### config.mk
export PLATFORM = sky130hd
export DESIGN_NAME = alu_flags_stage_flat
export DESIGN_NICKNAME = d
export VERILOG_FILES = /design/src/rtl/alu_flags_stage_if.sv /design/src/rtl/alu_flags_stage.sv /design/src/flat_wrapper.sv
export SDC_FILE = /design/constraint.sdc
export NUM_CORES = 1
export LEC_CHECK = 0
export BUFFER_PORTS_ARGS = -buffer_cell sky130_fd_sc_hd__buf_2
export CAP_MARGIN = 20
export CORE_ASPECT_RATIO = 1.5
export CORE_UTILIZATION = 35
export CTS_BUF_LIST = sky130_fd_sc_hd__clkbuf_16
export CTS_CLUSTER_SIZE = 8
export DETAILED_ROUTE_END_ITERATION = 10
export PLACE_DENSITY_LB_ADDON = 0.3
export SLEW_MARGIN = 15
export SYNTH_ARGS = -nofsm -noshare
export SYNTH_HDL_FRONTEND = slang
export SYNTH_SLANG_ARGS = --single-unit
### constraint.sdc
create_clock -name clk -period 4.1 [get_ports clk]
set_input_delay 0.82 -clock clk [delete_from_list [all_inputs] [get_ports clk]]
set_output_delay 0.82 -clock clk [all_outputs]
set_load 0.01 [all_outputs]
### src/rtl/alu_flags_stage_if.sv
`default_nettype none
`timescale 1ns/1ps
// ============================================================================
//  Module   : alu_flags_stage_if
//  Brief    : Upstream/downstream handshake bundle for the ALU flags stage.
//             The master side produces results and consumes outputs; the
//             slave side is the registered flags stage itself.
//  Revision : 1.0 - initial release
// ============================================================================
interface alu_flags_stage_if #(
  parameter int N     = 4,
  parameter int CNT_W = 8
);
  // Upstream (mux side) handshake and payload
  logic             in_valid;
  logic             in_ready;
  logic [N:0]       in_result;
  logic [3:0]       in_op;
  logic             in_carry;
  logic             in_overflow;

  // Downstream (consumer side) handshake and payload
  logic             out_valid;
  logic             out_ready;
  logic [N:0]       out_result;
  logic [3:0]       out_op;
  logic [3:0]       out_flags;

  // Status
  logic [CNT_W-1:0] illegal_cnt;

  // Producer of results and consumer of the stage outputs
  modport master (
    output in_valid, in_result, in_op, in_carry, in_overflow, out_ready,
    input  in_ready, out_valid, out_result, out_op, out_flags, illegal_cnt
  );

  // The flags stage
  modport slave (
    input  in_valid, in_result, in_op, in_carry, in_overflow, out_ready,
    output in_ready, out_valid, out_result, out_op, out_flags, illegal_cnt
  );
endinterface
`default_nettype wire

### src/rtl/alu_flags_stage.sv
`default_nettype none
`timescale 1ns/1ps
// ============================================================================
//  Module   : alu_flags_stage
//  Brief    : Registered output stage behind the ALU result mux. Captures the
//             result and op code, derives the N/Z/C/V flags, and presents
//             them over valid/ready through a two-entry skid buffer so that
//             in_ready is driven straight from a flop. Counts accepted
//             illegal op codes (1010..1111) in a saturating counter.
//  Revision : 1.0 - initial release
// ============================================================================
module alu_flags_stage #(
  parameter int N     = 4,
  parameter int CNT_W = 8
) (
  input  wire logic           clk,
  input  wire logic           rst,
  alu_flags_stage_if.slave    bus
);

  // --------------------------------------------------------------------------
  // Constants
  // --------------------------------------------------------------------------
  // First op code the mux treats as undefined; everything at or above it is
  // transferred unchanged but counted.
  localparam logic [3:0]       c_ILLEGAL_OP_MIN = 4'b1010;
  // Op codes whose result comes from the adder and therefore carry C/V.
  localparam logic [3:0]       c_OP_ADD         = 4'b0000;
  localparam logic [3:0]       c_OP_SUB         = 4'b0001;
  localparam logic [CNT_W-1:0] c_CNT_ONE        = {{(CNT_W-1){1'b0}}, 1'b1};

  // --------------------------------------------------------------------------
  // Occupancy state. The encoding is literally {skid_valid, main_valid}, so
  // the valid bits of both entries fall straight out of the state register.
  // --------------------------------------------------------------------------
  typedef enum logic [1:0] {
    ST_EMPTY = 2'b00,
    ST_ONE   = 2'b01,
    ST_FULL  = 2'b11
  } state_t;

  state_t           state_q, state_d;
  logic             in_ready_q;

  // Main entry: drives the out_* fields directly
  logic [N:0]       main_result_q;
  logic [3:0]       main_op_q;
  logic [3:0]       main_flags_q;

  // Skid entry: absorbs the one beat that arrives while the consumer stalls
  logic [N:0]       skid_result_q;
  logic [3:0]       skid_op_q;
  logic [3:0]       skid_flags_q;

  logic [CNT_W-1:0] illegal_cnt_q;

  // --------------------------------------------------------------------------
  // Handshake decode
  // --------------------------------------------------------------------------
  logic             main_valid;
  logic             accept;
  logic             pop;

  assign main_valid = state_q[0];
  assign accept     = bus.in_valid & in_ready_q;
  assign pop        = main_valid & bus.out_ready;

  // --------------------------------------------------------------------------
  // Flag derivation on the incoming beat
  // --------------------------------------------------------------------------
  logic             is_arith;
  logic             is_illegal;
  logic             flag_n;
  logic             flag_z;
  logic             flag_c;
  logic             flag_v;
  logic [3:0]       new_flags;

  // Only add/subtract results have a meaningful carry and overflow; for all
  // other ops the adder outputs are stale and must be masked.
  assign is_arith   = (bus.in_op == c_OP_ADD) || (bus.in_op == c_OP_SUB);
  assign is_illegal = (bus.in_op >= c_ILLEGAL_OP_MIN);
  assign flag_n     = bus.in_result[N];
  assign flag_z     = (bus.in_result == '0);
  assign flag_c     = is_arith & bus.in_carry;
  assign flag_v     = is_arith & bus.in_overflow;
  assign new_flags  = {flag_n, flag_z, flag_c, flag_v};

  // --------------------------------------------------------------------------
  // Next occupancy state from accept/pop
  // --------------------------------------------------------------------------
  // Next-state decode: FULL can only pop because in_ready is low there.
  always_comb begin
    state_d = state_q;
    unique case (state_q)
      ST_EMPTY: begin
        if (accept) state_d = ST_ONE;
      end
      ST_ONE: begin
        if (accept && !pop)      state_d = ST_FULL;
        else if (!accept && pop) state_d = ST_EMPTY;
      end
      ST_FULL: begin
        if (pop) state_d = ST_ONE;
      end
      default: state_d = ST_EMPTY;
    endcase
  end

  // --------------------------------------------------------------------------
  // State, storage, ready and counter registers
  // --------------------------------------------------------------------------
  // All registered state; in_ready is looked ahead from state_d so that it is
  // a plain flop output and still drops the cycle after the skid fills.
  always_ff @(posedge clk or posedge rst) begin
    if (rst) begin
      state_q       <= ST_EMPTY;
      in_ready_q    <= 1'b0;
      main_result_q <= '0;
      main_op_q     <= '0;
      main_flags_q  <= '0;
      skid_result_q <= '0;
      skid_op_q     <= '0;
      skid_flags_q  <= '0;
      illegal_cnt_q <= '0;
    end else begin
      state_q    <= state_d;
      in_ready_q <= (state_d != ST_FULL);

      unique case (state_q)
        // Nothing held: a new beat goes straight to the output entry.
        ST_EMPTY: begin
          if (accept) begin
            main_result_q <= bus.in_result;
            main_op_q     <= bus.in_op;
            main_flags_q  <= new_flags;
          end
        end
        // One held: replace it if it leaves this cycle, else park in skid.
        ST_ONE: begin
          if (accept && pop) begin
            main_result_q <= bus.in_result;
            main_op_q     <= bus.in_op;
            main_flags_q  <= new_flags;
          end else if (accept) begin
            skid_result_q <= bus.in_result;
            skid_op_q     <= bus.in_op;
            skid_flags_q  <= new_flags;
          end
        end
        // Both held: the older skid beat advances once main is consumed.
        ST_FULL: begin
          if (pop) begin
            main_result_q <= skid_result_q;
            main_op_q     <= skid_op_q;
            main_flags_q  <= skid_flags_q;
          end
        end
        default: ;
      endcase

      // Illegal ops are counted when they enter the stage, not when they leave.
      if (accept && is_illegal && (illegal_cnt_q != '1)) begin
        illegal_cnt_q <= illegal_cnt_q + c_CNT_ONE;
      end
    end
  end

  // --------------------------------------------------------------------------
  // Outputs
  // --------------------------------------------------------------------------
  assign bus.in_ready    = in_ready_q;
  assign bus.out_valid   = main_valid;
  assign bus.out_result  = main_result_q;
  assign bus.out_op      = main_op_q;
  assign bus.out_flags   = main_flags_q;
  assign bus.illegal_cnt = illegal_cnt_q;

endmodule
`default_nettype wire

### src/flat_wrapper.sv
// flat-port wrapper written by rule: the top's interface ports become plain ports
module alu_flags_stage_flat 
#(
  parameter int N     = 4,
  parameter int CNT_W = 8
)
  (clk, rst, bus_in_valid, bus_in_result, bus_in_op, bus_in_carry, bus_in_overflow, bus_out_ready, bus_in_ready, bus_out_valid, bus_out_result, bus_out_op, bus_out_flags, bus_illegal_cnt);
  alu_flags_stage_if #(.N(N), .CNT_W(CNT_W)) bus_i ();
  input  wire logic clk;
  input  wire logic rst;
  input wire logic [$bits(bus_i.in_valid)-1:0] bus_in_valid;
  input wire logic [$bits(bus_i.in_result)-1:0] bus_in_result;
  input wire logic [$bits(bus_i.in_op)-1:0] bus_in_op;
  input wire logic [$bits(bus_i.in_carry)-1:0] bus_in_carry;
  input wire logic [$bits(bus_i.in_overflow)-1:0] bus_in_overflow;
  input wire logic [$bits(bus_i.out_ready)-1:0] bus_out_ready;
  output wire logic [$bits(bus_i.in_ready)-1:0] bus_in_ready;
  output wire logic [$bits(bus_i.out_valid)-1:0] bus_out_valid;
  output wire logic [$bits(bus_i.out_result)-1:0] bus_out_result;
  output wire logic [$bits(bus_i.out_op)-1:0] bus_out_op;
  output wire logic [$bits(bus_i.out_flags)-1:0] bus_out_flags;
  output wire logic [$bits(bus_i.illegal_cnt)-1:0] bus_illegal_cnt;
  assign bus_i.in_valid = bus_in_valid;
  assign bus_i.in_result = bus_in_result;
  assign bus_i.in_op = bus_in_op;
  assign bus_i.in_carry = bus_in_carry;
  assign bus_i.in_overflow = bus_in_overflow;
  assign bus_i.out_ready = bus_out_ready;
  assign bus_in_ready = bus_i.in_ready;
  assign bus_out_valid = bus_i.out_valid;
  assign bus_out_result = bus_i.out_result;
  assign bus_out_op = bus_i.out_op;
  assign bus_out_flags = bus_i.out_flags;
  assign bus_illegal_cnt = bus_i.illegal_cnt;
  alu_flags_stage #(.N(N), .CNT_W(CNT_W)) u_core (.clk(clk), .rst(rst), .bus(bus_i));
endmodule
**Word-level counts from Yosys, hierarchy flattened**

Index checks and enable logic that the tools add are counted.

- Register bits after elaboration: 37
- Input bits: 15
- Output and inout bits: 23
- Word-level logic and storage cells: 55

- $add $sub $neg: 1
- Order comparisons: 1
- Equal/unequal tests: 8
- Mux-type cells: 17
- Bitwise gates (word level): 5
- Reductions and logical operators: 14

Operators by type and width:

| kind | number |
|---|---|
| two-way mux 4 bit | 6 |
| case mux 4 bit (3 select lines) | 2 |
| two-way mux 5 bit | 3 |
| case mux 5 bit (3 select lines) | 1 |
| adder 8 x 1 -> 8 bit, second input constant | 1 |
| two-way mux 2 bit | 4 |
| != test 8 bit, second input constant | 1 |
| != test 2 x 1 -> 1 bit, second input constant | 3 |
| case mux 2 bit (3 select lines) | 1 |
| logical AND 1 bit | 5 |
| zero test 5 bit | 1 |
| AND 1 bit | 4 |
| == test 4 x 1 -> 1 bit, second input constant | 1 |
| >= comparator 4 bit, second input constant | 1 |
| zero test 4 bit | 1 |
| AND reduction 4 bit | 1 |
| AND reduction 3 bit | 1 |
| nonzero test 3 bit | 1 |
| == test 2 x 1 -> 1 bit, second input constant | 1 |
| == test 2 bit, second input constant | 1 |
| zero test 1 bit | 2 |
| zero test 2 bit | 1 |
| != test 2 bit, second input constant | 1 |
| logical OR 1 bit | 1 |
| NOT 1 bit | 1 |

**Longest topological paths before layout**

- Depth in word-level cells: 7
- Gate-level depth with buffers: 4
- Gate-level depth less buffers: 4

**Least setup slack after synthesis**

No wires, ideal clock.

- Kind: input-to-reg
- Start: input bus_out_ready
- End: register u_core.main_flags_q[0], in the netlist u_core.bus.out_flags[0]
- Setup time: 0.125 ns
- Data arrival time: 1.728 ns
- Data required time: 3.975 ns
- Slack: 2.247 ns
- Cell stages on the path: 4
- Buffers on the path: 1
- Cells stage by stage: and2b_1 > nor3_4 > buf_6 > mux2_4

- Longest elaborated chain between the ends: 4
- Elaborated cells on any way between the ends: 5
- Those cells by class: 2 x eq/ne; 1 x bitwise; 2 x reduce/logical

RTL lines:

| element | RTL line | source |
|---|---|---|
| start, declared | flat_wrapper.sv:16 | `input wire logic [$bits(bus_i.out_ready)-1:0] bus_out_ready;` |
| AND 1 bit * | alu_flags_stage.sv:66 | `assign pop = main_valid & bus.out_ready;` |
| logical AND 1 bit | alu_flags_stage.sv:141 | `if (accept && pop) begin` |
| != test 2 x 1 -> 1 bit (no line) | -- |  |
| AND reduction 4 bit (no line) * | -- |  |
| end signal, assigned | alu_flags_stage.sv:136 | `main_flags_q <= new_flags;` |
| end signal, assigned | alu_flags_stage.sv:144 | `main_flags_q <= new_flags;` |
| end signal, assigned | alu_flags_stage.sv:156 | `main_flags_q <= skid_flags_q;` |
| end, declared | alu_flags_stage.sv:48 | `logic [3:0] main_flags_q;` |

Every way passes the cells marked *; elsewhere a longest branch is shown, timed or not.
A chain may end at the register's enable or synchronous reset.

**Worst setup path in the final report**

- Start: input bus_out_ready
- End: register u_core.skid_op_q[2]

- Longest elaborated chain between the ends: 4

RTL lines:

| element | RTL line | source |
|---|---|---|
| AND 1 bit | alu_flags_stage.sv:66 |  |
| logical AND 1 bit | alu_flags_stage.sv:141 |  |
| NOT 1 bit (no line) | -- |  |
| AND reduction 3 bit (no line) | -- |  |
| end signal, assigned | alu_flags_stage.sv:147 | `skid_op_q <= bus.in_op;` |
| end, declared | alu_flags_stage.sv:52 | `logic [3:0] skid_op_q;` |

No other way between the ends.

==> metrics list <==
- Run status: completed
* Class of the most critical hold timing path: primary input to async pin
- Setup slack on the worst reg-to-reg path comes out at about 2200 ps.
- The repair_antennas step left the layout with diodes totalling 0.
- Mean number of vias per cell: about 4.8
- The die is a little under 60 um wide.
- CP Buf/Inv Count: 1
- Critical-path cell list: buf_2 > nand2b_1 > nor3_2 > mux2_2
- Proportion of register bits with asynchronous set or reset after synthesis: 100%
* Post-CTS setup-driven buffer insertion count: 0
- Routability-driven placement finished with a final weighted congestion of 0.809.
- CTS saw 35 sinks.
* Max Slew Vio Count: 0
- The via count of the first global-routing pass is roughly 1,200.
- The routed layout has approximately 1,100 vias.
- Initial core utilization: 36.3%
* Leakage: about 1.0 nW
- Sequential area share after synthesis: 50.2%
- Number of buffers added by the clock tree synthesis step: 5
* Classification of the worst setup path: primary input to flip-flop
- Summed over all layers, the routed wires come to between 3000 and 4000 um.
- R2R Path Start: u_core.state_q[0]
- For this block, the initial DRC count from the detailed router was 27.
- Number of nets at the end of the flow: between 150 and 200
- Clock skew on the completed layout was measured at roughly 3.2 ps.
- For this design the ratio of total power to cell area is 555 nW/um^2.
- Count of synthesis-stage warnings from yosys: 0
- Nets in the synthesized netlist: 140
- Layout cells sized above 1: a little over half
* Proportion of power drawn by combinational gates: 27.2%
- Dpl ws: between 1500 and 2000 ps
- For this run, design rule violations remaining after detail routing come to 0.
* Reg-to-Reg End: u_core.bus.out_flags[3]
* Crit path max fanout: 12
- Counting distinct cell types in the post-synthesis netlist gives 29.
- The worst setup path is captured at a flip-flop.
- The first global-routing pass estimated ~5400 um of wire.
- The mapped netlist covers roughly 1700 um^2.
* Row Count: 31
- Area leader, netlist: sky130_fd_sc_hd__dfrtp_1
- Routed Antenna Nets: 0
* Number of buffers inserted for hold repair after clock tree synthesis: 0
- Die boundary height: a little under 90 um
- CTS tree: built
- Yosys top cell area share: between 50% and 60%
- Net switching is between 20% and 30% of the power.
- Sequential Power Share: 44.1%
- The largest individual stage delay along the critical path comes from the cell sky130_fd_sc_hd__nor3_2.
- Final Hold Violating Endpoints: 0
- The initial antenna violation count came to 0.
- No sink is reached through more buffers than the 2 on the longest clock path.
* Crit path launch type: primary input
- Quantity of gates resized following cts: 0
* Final clock period utilization by the worst path: about half
- Fmax: just under 0.5 GHz
- The most used flip-flop cell after synthesis is sky130_fd_sc_hd__dfrtp_1.
- Post-Synthesis Cells: roughly 120
* Reg2reg path depth: 3
- In this run, synthesis inferred 0 flip-flops with an integrated enable.
- Worst max-slew margin expressed relative to the limit: a little over a third
- Clock-pin slew was measured on the worst setup and hold paths at ~50 ps.
* Clk root buf: sky130_fd_sc_hd__clkbuf_16
* Global router's overall resource usage: between 10% and 20%
- The share of total power dissipated in the clock network is ~29%.
* First-pass DRT Iterations: 4
* Worst EP required: ~4300 ps
- In this run the number of H-tree levels came out at 2.
* Flip-flop and latch count after synthesis: 35
* Count of input and output buffers: 37
* Synthesized area per cell: between 10 and 15 um^2
- In the final routed layout, each cell accounts on average for 13.9 um.
- On the critical path the largest part of the delay comes from simple AND/OR/NAND/NOR gates.
- The clock reaches the later pin of the worst-skew pair after 270 ps.
* Residual overflow from global routing: 0
* Total negative setup slack: 0 ps
- Net switching power: approximately 0.34 mW
- Setup repair after global routing left no endpoint under its margin.
- The clock period could shrink to 2070 ps.
* Slew of the pin with the lowest slew margin: between 900 and 1000 ps
- Data arrives at the worst endpoint at about 2200 ps.
- Boundary pin count: 38
- Number of max-capacitance violations reported: 0
* Area grow syn2layout: 22.9%
- Yosys attributes the largest share of cell area to sky130_fd_sc_hd__dfrtp_1 (50%), sky130_fd_sc_hd__mux2_4 (18%), sky130_fd_sc_hd__mux2_2 (11%), sky130_fd_sc_hd__xnor2_1 (2.0%), sky130_fd_sc_hd__buf_6 (1.3%).
- The internal power of the cells totals approximately 0.85 mW.
- Largest net degree at the start of global routing: 26
- The core region is between 4000 and 5000 um^2.
* Maximum vdd drop: between 0.2 and 0.3 mV
- Setup ws final: around 2000 ps
- Die area: 5280 um^2
* Slowest stage delay, CP: approximately 720 ps
- Post-detailed-placement half-perimeter wirelength: ~2500 um
- Overall power after layout: approximately 1.2 mW
- Setup violations remaining at the end of the flow were counted as 0.
[per-stage QoR]
| step | hold slack (ps) | utilization [%] | area [um^2] | instances |
|---|---|---|---|---|
| floorplan | 459 | - | 1740 | 124 |
| global placement | 469 | 41.2 | 1980 | 224 |
| detailed placement | 491 | 41.2 | 1980 | 224 |
| CTS | 506 | 44.0 | 2120 | 232 |
| global route | 478 | 44.6 | 2140 | 233 |
| finish | 466 | 44.6 | 2140 | 233 |
[cell type report]
cell class              instances  area [um^2]
clock buffers                   5          125
multi-input cells              81          816
fillers                       453         2670
flip-flops and latches         35          876
inverters                       4         15.0
clock inverters                 3         11.3
well taps                      66         82.6
repair buffers                 39          218
[registers in the layout (all words and copies together), names as in the netlist]
| signal | flops |
|---|---|
| u_core.bus.illegal_cnt | 8 |
| u_core.bus.out_flags | 4 |
| u_core.bus.out_op | 4 |
| u_core.bus.out_result | 4 |
| u_core.skid_flags_q | 4 |
| u_core.skid_op_q | 4 |
| u_core.skid_result_q | 4 |
| u_core.state_q | 2 |
| u_core.bus.in_ready | 1 |
[synthesized netlist by cell type (2+ instances only)]
cell / number
sky130_fd_sc_hd__nand4_1: 2
sky130_fd_sc_hd__and2b_1: 2
sky130_fd_sc_hd__inv_1: 4
sky130_fd_sc_hd__mux2_2: 17
sky130_fd_sc_hd__o211ai_1: 2
sky130_fd_sc_hd__nor3_1: 2
sky130_fd_sc_hd__and3_1: 2
sky130_fd_sc_hd__nand2_1: 5
sky130_fd_sc_hd__nand3_1: 3
sky130_fd_sc_hd__xnor2_1: 4
sky130_fd_sc_hd__mux2_4: 21
sky130_fd_sc_hd__nor4b_1: 2
sky130_fd_sc_hd__buf_6: 2
sky130_fd_sc_hd__dfrtp_1: 35
sky130_fd_sc_hd__buf_4: 2
sky130_fd_sc_hd__o21ai_0: 4
sky130_fd_sc_hd__nand2b_1: 3
[power groups by stage]
stage	combinational [mW]	sequential (mW)	clock, mW
5_1_grt	0.354	0.540	0.371
3_5_place_dp	0.326	0.529	0
6_report	0.324	0.524	0.341
2_1_floorplan	0.201	0.546	0
3_3_place_gp	0.318	0.522	0
4_1_cts	0.327	0.525	0.350
[layer usage]
| metal | vias up | part of all wire, % | global-route usage [%] |
|---|---|---|---|
| met3 | 6 | 5.7 | 5.41 |
| li1 | 533 | - | - |
| met2 | 36 | 52 | 23.9 |
| met5 | - | 0 | 0 |
| met1 | 547 | 41 | 15.7 |
| met4 | 0 | 1.0 | 4.44 |
[placed cells by master, fill, tap and decap left out]
cell                        Yosys  final
sky130_fd_sc_hd__nor4_1         1      1
sky130_fd_sc_hd__inv_1          4      5
sky130_fd_sc_hd__clkbuf_16      0      6
sky130_fd_sc_hd__nand3_1        3      3
sky130_fd_sc_hd__xnor2_1        4      4
sky130_fd_sc_hd__o2111a_1       1      1
sky130_fd_sc_hd__buf_2          0     37
sky130_fd_sc_hd__dfrtp_1       35     35
sky130_fd_sc_hd__or3_1          1      1
sky130_fd_sc_hd__nand2_1        5      5
sky130_fd_sc_hd__ha_1           1      1
sky130_fd_sc_hd__nand2_2        1      1
sky130_fd_sc_hd__nor3_4         1      1
sky130_fd_sc_hd__mux2_2        17     17
sky130_fd_sc_hd__and2b_1        2      2
sky130_fd_sc_hd__mux2_4        21     21
sky130_fd_sc_hd__mux2_1         1      1
sky130_fd_sc_hd__nor4b_1        2      2
sky130_fd_sc_hd__buf_4          2      1
sky130_fd_sc_hd__a2111oi_2      1      1
sky130_fd_sc_hd__and3_1         2      2
sky130_fd_sc_hd__o21ai_0        4      4
sky130_fd_sc_hd__a21oi_1        1      1
sky130_fd_sc_hd__nor3_2         1      1
sky130_fd_sc_hd__o2111ai_1      1      1
sky130_fd_sc_hd__a211o_2        1      1
sky130_fd_sc_hd__nand4_1        2      2
sky130_fd_sc_hd__o211ai_1       2      2
sky130_fd_sc_hd__clkinv_1       0      2
sky130_fd_sc_hd__nand2b_1       3      3
sky130_fd_sc_hd__nor3_1         2      2
[logic make-up after synthesis]
kind of cell	Yosys count	share of synthesized area (%)
mux	39	29.7
flops	35	50.2
buf+inv	8	3.01
xor+xnor	4	2.01
simple gates	26	9.47
fa+ha+maj	1	0.717
compound gates	11	4.88
[how the worst max path moves through the flow]
stage | from | endpoint | depth (start not counted)
CTS | bus_out_ready | u_core.skid_op_q[2] | 4
global route | bus_in_valid | u_core.skid_op_q[2] | 4
finish | bus_out_ready | u_core.skid_op_q[2] | 4
detailed placement | bus_out_ready | u_core.bus.out_flags[3] | 4
global placement | bus_out_ready | u_core.bus.out_flags[3] | 4
floorplan | bus_out_ready | u_core.bus.out_flags[0] | 4
(Power assumes the default switching activity.)
